==> src/rtl/frame_tx_sequencer.sv <==
// frame_tx_sequencer
//   Controller for the frame assembler. Moves one burst of IFFT+CP bytes from
//   the upstream stream into the assembler. It then waits for the assembled
//   frame (preamble followed by data) to be ready and streams it to the DAC at
//   a divided sample rate. Finally it pulses tx_done to re-arm the assembler.
//
// Ports
//   clk_i, rst_i          clock, synchronous active-high reset
//   enable_i              allow new frames to start (sampled in IDLE and at end of GAP)
//   s_data_i/s_valid_i    upstream byte stream; s_ready_o is high only in LOAD
//   asm_din_o/asm_wren_o  assembler write port (pass-through of the upstream handshake)
//   asm_tx_done_o         clears assembler buffers; high in DONE and throughout reset
//   asm_read_ptr_o        assembler read address during STREAM
//   asm_full_i            assembler output buffer full
//   asm_dout_i            assembler read data, one cycle after read_ptr
//   dac_data_o/dac_valid_o  DAC sample and one-cycle strobe per sample
//   busy_o                state != IDLE
//   frame_cnt_o           frames streamed to completion, wraps at 0xFFFF
//   err_timeout_o         sticky: asm_full never arrived; cleared only by reset
//
// state     | meaning
// ----------+------------------------------------------------------------
// IDLE      | waiting for enable
// LOAD      | accepting FRAME_IN_LEN bytes into the assembler
// WAIT_FULL | waiting for asm_full, bounded by TIMEOUT_CYCLES
// STREAM    | reading the frame out, one DAC sample per SAMPLE_DIV cycles
// DONE      | one-cycle asm_tx_done pulse, frame counter update
// GAP       | GAP_CYCLES idle cycles before the next frame

module frame_tx_sequencer #(
    parameter int FRAME_IN_LEN   = 640,
    parameter int FRAME_OUT_LEN  = 1120,
    parameter int PTR_W          = 11,
    parameter int SAMPLE_DIV     = 4,
    parameter int GAP_CYCLES     = 64,
    parameter int TIMEOUT_CYCLES = 4096
) (
    input  logic             clk_i,
    input  logic             rst_i,
    input  logic             enable_i,
    input  logic [7:0]       s_data_i,
    input  logic             s_valid_i,
    output logic             s_ready_o,
    output logic [7:0]       asm_din_o,
    output logic             asm_wren_o,
    output logic             asm_tx_done_o,
    output logic [PTR_W-1:0] asm_read_ptr_o,
    input  logic             asm_full_i,
    input  logic [7:0]       asm_dout_i,
    output logic [7:0]       dac_data_o,
    output logic             dac_valid_o,
    output logic             busy_o,
    output logic [15:0]      frame_cnt_o,
    output logic             err_timeout_o
);

    localparam int LOAD_W  = $clog2(FRAME_IN_LEN);
    localparam int TMR_MAX0 = (TIMEOUT_CYCLES > GAP_CYCLES) ? TIMEOUT_CYCLES : GAP_CYCLES;
    localparam int TMR_MAX  = (TMR_MAX0 > SAMPLE_DIV) ? TMR_MAX0 : SAMPLE_DIV;
    localparam int TMR_W    = $clog2(TMR_MAX);

    localparam logic [LOAD_W-1:0] LAST_IN  = LOAD_W'(FRAME_IN_LEN - 1);
    localparam logic [LOAD_W-1:0] LOAD_ONE = LOAD_W'(1);
    localparam logic [PTR_W-1:0]  LAST_OUT = PTR_W'(FRAME_OUT_LEN - 1);
    localparam logic [PTR_W-1:0]  PTR_ONE  = PTR_W'(1);
    localparam logic [TMR_W-1:0]  TMO_LOAD = TMR_W'(TIMEOUT_CYCLES - 1);
    localparam logic [TMR_W-1:0]  DIV_LOAD = TMR_W'(SAMPLE_DIV - 1);
    localparam logic [TMR_W-1:0]  GAP_LOAD = TMR_W'(GAP_CYCLES - 1);
    localparam logic [TMR_W-1:0]  TMR_ONE  = TMR_W'(1);

    typedef enum logic [2:0] {
        ST_IDLE,
        ST_LOAD,
        ST_WAIT_FULL,
        ST_STREAM,
        ST_DONE,
        ST_GAP
    } state_t;

    state_t            state_q, state_d;
    logic [LOAD_W-1:0] load_cnt_q, load_cnt_d;
    // One shared down-counter: timeout in WAIT_FULL, sample hold in STREAM, GAP length.
    logic [TMR_W-1:0]  tmr_q, tmr_d;
    logic [PTR_W-1:0]  ptr_q, ptr_d;
    logic [15:0]       frame_cnt_q, frame_cnt_d;
    logic              err_q, err_d;
    // Marks the current frame as the timeout path so DONE does not count it.
    logic              to_q, to_d;

    logic s_ready;
    logic wren;
    logic dac_valid;
    logic tx_done;

    always_ff @(posedge clk_i) begin
        if (rst_i) begin
            state_q     <= ST_IDLE;
            load_cnt_q  <= '0;
            tmr_q       <= '0;
            ptr_q       <= '0;
            frame_cnt_q <= '0;
            err_q       <= 1'b0;
            to_q        <= 1'b0;
        end else begin
            state_q     <= state_d;
            load_cnt_q  <= load_cnt_d;
            tmr_q       <= tmr_d;
            ptr_q       <= ptr_d;
            frame_cnt_q <= frame_cnt_d;
            err_q       <= err_d;
            to_q        <= to_d;
        end
    end

    always_comb begin
        state_d     = state_q;
        load_cnt_d  = load_cnt_q;
        tmr_d       = tmr_q;
        ptr_d       = ptr_q;
        frame_cnt_d = frame_cnt_q;
        err_d       = err_q;
        to_d        = to_q;
        s_ready     = (state_q == ST_LOAD);
        // Gated by rst_i so a reset cycle never produces a write or a strobe.
        wren        = s_valid_i & s_ready & ~rst_i;
        dac_valid   = 1'b0;
        tx_done     = 1'b0;

        unique case (state_q)
            ST_IDLE: begin
                if (enable_i) begin
                    state_d    = ST_LOAD;
                    load_cnt_d = '0;
                end
            end
            ST_LOAD: begin
                if (wren) begin
                    if (load_cnt_q == LAST_IN) begin
                        state_d    = ST_WAIT_FULL;
                        load_cnt_d = '0;
                        tmr_d      = TMO_LOAD;
                    end else begin
                        load_cnt_d = load_cnt_q + LOAD_ONE;
                    end
                end
            end
            ST_WAIT_FULL: begin
                if (asm_full_i) begin
                    state_d = ST_STREAM;
                    tmr_d   = DIV_LOAD;
                    ptr_d   = '0;
                end else if (tmr_q == '0) begin
                    state_d = ST_DONE;
                    err_d   = 1'b1;
                    to_d    = 1'b1;
                end else begin
                    tmr_d = tmr_q - TMR_ONE;
                end
            end
            ST_STREAM: begin
                // Strobe on the last cycle of each hold so the registered
                // asm_dout already reflects the current pointer.
                if (tmr_q == '0) begin
                    dac_valid = ~rst_i;
                    if (ptr_q == LAST_OUT) begin
                        state_d = ST_DONE;
                        ptr_d   = '0;
                    end else begin
                        ptr_d = ptr_q + PTR_ONE;
                        tmr_d = DIV_LOAD;
                    end
                end else begin
                    tmr_d = tmr_q - TMR_ONE;
                end
            end
            ST_DONE: begin
                tx_done = 1'b1;
                if (!to_q) begin
                    frame_cnt_d = frame_cnt_q + 16'd1;
                end
                to_d    = 1'b0;
                state_d = ST_GAP;
                tmr_d   = GAP_LOAD;
            end
            ST_GAP: begin
                if (tmr_q == '0) begin
                    state_d    = enable_i ? ST_LOAD : ST_IDLE;
                    load_cnt_d = '0;
                end else begin
                    tmr_d = tmr_q - TMR_ONE;
                end
            end
            default: state_d = ST_IDLE;
        endcase
    end

    assign s_ready_o      = s_ready;
    assign asm_din_o      = s_data_i;
    assign asm_wren_o     = wren;
    assign asm_tx_done_o  = tx_done | rst_i;
    assign asm_read_ptr_o = ptr_q;
    assign dac_data_o     = asm_dout_i;
    assign dac_valid_o    = dac_valid;
    assign busy_o         = (state_q != ST_IDLE);
    assign frame_cnt_o    = frame_cnt_q;
    assign err_timeout_o  = err_q;

endmodule

==> config.mk <==
export PLATFORM = sky130hd
export DESIGN_NAME = frame_tx_sequencer
export DESIGN_NICKNAME = d
export VERILOG_FILES = /design/src/rtl/frame_tx_sequencer.sv
export SDC_FILE = /design/constraint.sdc
export NUM_CORES = 1
export LEC_CHECK = 0
export ABC_AREA = 1
export CAP_MARGIN = 15
export CORE_UTILIZATION = 51
export CTS_CLUSTER_DIAMETER = 200
export DETAILED_ROUTE_END_ITERATION = 6
export PLACE_DENSITY_LB_ADDON = 0.2
export SKIP_LAST_GASP = 1
export SYNTH_ARGS = -nofsm -noshare
export SYNTH_HDL_FRONTEND = slang
export SYNTH_SLANG_ARGS = --single-unit
==> constraint.sdc <==
create_clock -name clk_i -period 3.82 [get_ports clk_i]
set_clock_uncertainty 0.2 [all_clocks]
set_input_delay 0.764 -clock clk_i [delete_from_list [all_inputs] [get_ports clk_i]]
set_output_delay 0.764 -clock clk_i [all_outputs]
set_load 0.02 [all_outputs]
* Yosys cells after proc, flatten, opt, wreduce, memory -nomap -nowiden
Index checks and enable logic that the tools add are counted.
** Storage, ports and cells
- Logic and storage cells :: 81
- Register bits :: 54
** Cells by class
- Equal/unequal tests :: 18
- Reduce and logical (&&, ||, !) cells :: 14
- Bitwise operators :: 6
- Mux-type cells :: 32
- Add/sub/neg operators :: 4
** Operator list (count)
- 12-bit two-way mux :: 6
- 12-bit one-hot mux with 5 select lines :: 1
- 10-bit two-way mux :: 4
- 11-bit two-way mux :: 3
- 10-bit one-hot mux with 3 select lines :: 1
- 3-bit two-way mux :: 8
- 11-bit one-hot mux with 2 select lines :: 1
- 3-bit one-hot mux with 6 select lines :: 1
- 16-bit by 1-bit adder with 16-bit output, second input constant :: 1
- 2-bit inequality test, second input constant :: 7
- 12-bit zero test :: 1
- 12-bit by 1-bit subtractor with 12-bit output, second input constant :: 1
- 11-bit by 1-bit adder with 11-bit output, second input constant :: 1
- 11-bit equality test, second input constant :: 1
- 10-bit by 1-bit adder with 10-bit output, second input constant :: 1
- 10-bit equality test, second input constant :: 1
- 3-bit AND reduction :: 3
- 4-bit AND reduction :: 2
- 7-bit AND reduction :: 1
- 3-bit by 2-bit equality test with 1-bit output, second input constant :: 2
- 3-bit equality test, second input constant :: 2
- 1-bit two-way mux :: 6
- 3-bit inequality test, second input constant :: 2
- 3-bit nonzero test :: 2
- other kinds (10) :: 15

* Logic depth before layout (Yosys ltp)
- Depth in word-level cells :: 5
- Gate-level depth with buffers :: 12
- Gate-level depth less buffers :: 11

* Least setup slack after synthesis
OpenSTA, ideal clock, no wires.
- Path kind :: input-to-output
- From :: input port rst_i
- To :: output port asm_tx_done_o
- Cell stages on the path :: 4
- Path buffers :: 2
- Path slack :: 1.335 ns
- Required time :: 2.856 ns
- Arrival :: 1.521 ns
- Path through :: clkbuf_1 -> inv_1 -> clkbuf_1 -> nand2_1
** On the way
- Longest elaborated chain between the ends :: 1
** RTL lines
- start, declared :: line 39 : input logic rst_i,
- 1-bit bitwise OR :: line 200 : assign asm_tx_done_o = tx_done | rst_i;
- end, declared :: line 46 : output logic asm_tx_done_o,
No other way between the ends.

* Worst setup path after layout
Same ends and word-level chain as after synthesis.

==> run_results.csv <==
group,metric,value,unit
floorplanning,start_util,52.6,%
timing,period_minus_slack,3.25,ns
worst_setup_path,crit_chain,"clkdlybuf4s50_1 -> inv_1 -> buf_4 -> nand2_1 -> clkdlybuf4s50_1",
hold_path,hp-class,"register to register",
clock_network,clock-sinks,54,
cells_and_area,final_cells,676,
grt,grt_pass1_vias,3044,
cells_and_area,diodes,0,
status,status,"complete, no violations",
yosys,synth-edff-count,0,
timing,report.final.slew_viol_count,0,
worst_setup_path,cpMostUsedCell,"clkdlybuf4s50_1",
timing,max_freq,308,MHz
cells_and_area,fill_cells,658,
worst_setup_path,critPathLaunchType,"primary input",
yosys,ys_ff_latch,54,
clock_network,insertion_delay,0.32,ns
yosys,syn_area,3560,um^2
floorplanning,fp-row-count,30,
routing,drtIter0Drc,161,
power_and_ir_drop,p_sw_share,47.6,%
job,drv_cap,0,
placed_design,dp.cells,668,
grt,antenna_found_initial,0,
worst_setup_path,critPathMaxFanout,11,
timing,worst_pin_slew,0.740,ns
cells_and_area,multi_input_area,2030,um^2
power_and_ir_drop,p_int,1330,uW
grt,grt_max_degree,23,
yosys,muxShareOfSynthArea,0,%
routing,wl_per_cell,11.6,um
power_and_ir_drop,clkPwrFrac,16.1,%
grt,grt_pass1_wl,13600,um
timing,fin_crit_sh,85.0,%
floorplanning,core,6760,um^2
timing,max_slew_margin,50.3,%
cells_and_area,seqCellArea,1080,um^2
yosys,synth_top_family_by_area,"simple AND/OR/NAND/NOR gates",
yosys,yosysSeqAreaShare,30.4,%
timing,final_hold_viol_count,0,
yosys,synthSimpleGateAreaFrac,43.1,%
yosys,ys.flop_type,"dfxtp_1",
placed_design,port_buffers,37,
clock_network,htreeDepth,2,
placed_design,gp_congestion,0.859,
routing,routed_wl,7860,um
timing,rsz0062_at_grt,"no",
yosys,yosys.area.top_type,"dfxtp_1",
placed_design,hpwlAfterDp,5910,um
cells_and_area,final_cell_mix,"nand2_1 (151), nor2_1 (100), inv_1 (63)",
worst_setup_path,cpPeakStageDelay,0.60,ns
worst_setup_path,worst_setup_path_end_kind,"output pin",
power_and_ir_drop,seq_power_share,30.3,%
floorplanning,die_area,7310,um^2
power_and_ir_drop,combPwrFrac,53.6,%
yosys,synthAdderAreaFrac,2.11,%
power_and_ir_drop,irDropWorstVdd,0.393,mV
cells_and_area,drive_gt1_share,8.39,%
yosys,synth_nets,601,
yosys,synth_top_area_share,30.4,%
worst_setup_path,required,2.86,ns
cells_and_area,nets,622,
clock_network,root_buffer,"clkbuf_8",
clock_network,post_cts_resized,0,
clock_network,cts_tree,"done",
yosys,synth-xor-area-share,2.96,%
yosys,syn_inst,574,
yosys,synthArstFlopShare,0,%
routing,ant_nets,0,
yosys,synth_compound_area_share,8.90,%
floorplanning,die_h,85.5,um
power_and_ir_drop,power_density,636,nW/um^2
routing,routed_via_density,5.06,
grt,grtUsageTotal,22.5,%
yosys,synth.distinct_cells,34,
routing,drtPass1Iterations,4,
cells_and_area,syn2layout_area_growth,11.9,%
worst_setup_path,worstPathArrival,2.28,ns
clock_network,cts_buffers,5,
worst_setup_path,criticalPathCategory,"primary input to output pin",
power_and_ir_drop,p_leak,0.00166,uW
yosys,ys.warnings.count,0,
timing,finalSetupTns,0,ns
grt,gr-total-overflow,0,
clock_network,clkTransAtPathRegs,0.11,ns
clock_network,cts_buffer_depth,2,
clock_network,cts_setup_buffers,0,
yosys,synth_area_leaders,"dfxtp_1 (30%), nand2_1 (16%), nor2_1 (11%)",
yosys,synth.avg_cell_area,6.19,um^2
floorplanning,ios,70,
routing,vias,3423,
clock_network,holdBufCountCts,0,
routing,drc,0,
power_and_ir_drop,p_switching,1200,uW
worst_setup_path,cpMaxStageDelayCell,"clkdlybuf4s50_1",
timing,finalSetupViolCount,0,
floorplanning,chipWidth,85.5,um
cells_and_area,final_common_cell,"nand2_1",
==> area by class of cell <==
cell class,instances,share of cell area (%)
Timing Repair Buffer,40,9.88
Clock buffer,5,1.73
Sequential cell,54,27.2
Clock inverter,3,1.20
Multi-Input combinational cell,425,51.0
Inverter,69,6.51
Tap cell,80,2.52
==> power groups by stage <==
stage / combinational [uW] / clock (uW) / sequential, uW
2_1_floorplan: 1150 / 0 / 761
3_3_place_gp: 1320 / 0 / 774
3_5_place_dp: 1350 / 0 / 779
4_1_cts: 1360 / 416 / 768
5_1_grt: 1560 / 435 / 783
6_report: 1360 / 407 / 768
==> cells by family after synthesis <==
family | after synthesis
xor gates and xnor gates | 12
buffers and inverters | 95
DFF | 54
adders and majority gates | 6
AOI/OAI and AO/OA | 60
and+or+nand+nor | 347
==> per-layer routing <==
layer | share of wire [%] | up-vias | wire, um | track usage (%)
met5 | 0 | - | 0 | 0
met4 | 0.98 | 0 | 77 | 6.52
met3 | 3.6 | 8 | 285 | 3.18
met2 | 47 | 60 | 3680 | 37.7
met1 | 49 | 1538 | 3820 | 30.2
li1 | - | 1817 | - | -
==> critical path, delay by kind of cell <==
family        cells  cell delay [ns]
buf+inv           4             1.42
simple gates      1             0.09
==> registers in the layout, indices dropped and copies added, names as in the netlist <==
signal / cells
frame_cnt_o: 16
tmr_q: 12
asm_read_ptr_o: 11
state_q: 3
to_q: 1
err_timeout_o: 1
load_cnt_q: 10
==> path summary, 6_finish.rpt <==
path                     start            end  slack (ns)  cells after the start
max reg2reg  asm_read_ptr_o[0]       tmr_q[7]        1.54                     10
min reg2reg      err_timeout_o  err_timeout_o        0.27                      2
max                      rst_i  asm_tx_done_o        0.57                      5
min              err_timeout_o  err_timeout_o        0.27                      2
==> synthesized netlist by cell type, types with 6 or more instances <==
library cell / count
o21ai_1: 8
nand2_2: 11
nor3_1: 17
nor2_4: 7
nor2_2: 6
nand2_1: 151
inv_2: 6
dfxtp_1: 54
ha_1: 6
xor2_1: 9
nor2_1: 100
inv_1: 63
buf_4: 17
a21oi_1: 33
o21ai_0: 14
nand3_1: 39
==> metrics by stage <==
stage | cell area [um^2] | total power (uW) | util (%) | hold slack, ns | worst slack [ns]
floorplan | 3560 | 1910 | - | 0.246 | 1.34
global placement | 3860 | 2100 | 57.1 | 0.243 | 0.571
detailed placement | 3860 | 2130 | 57.1 | 0.255 | 0.560
CTS | 3980 | 2540 | 58.9 | 0.272 | 0.550
global route | 3980 | 2780 | 58.9 | 0.295 | 0.525
finish | 3980 | 2530 | 58.9 | 0.267 | 0.575
(Power assumes the default switching activity.)
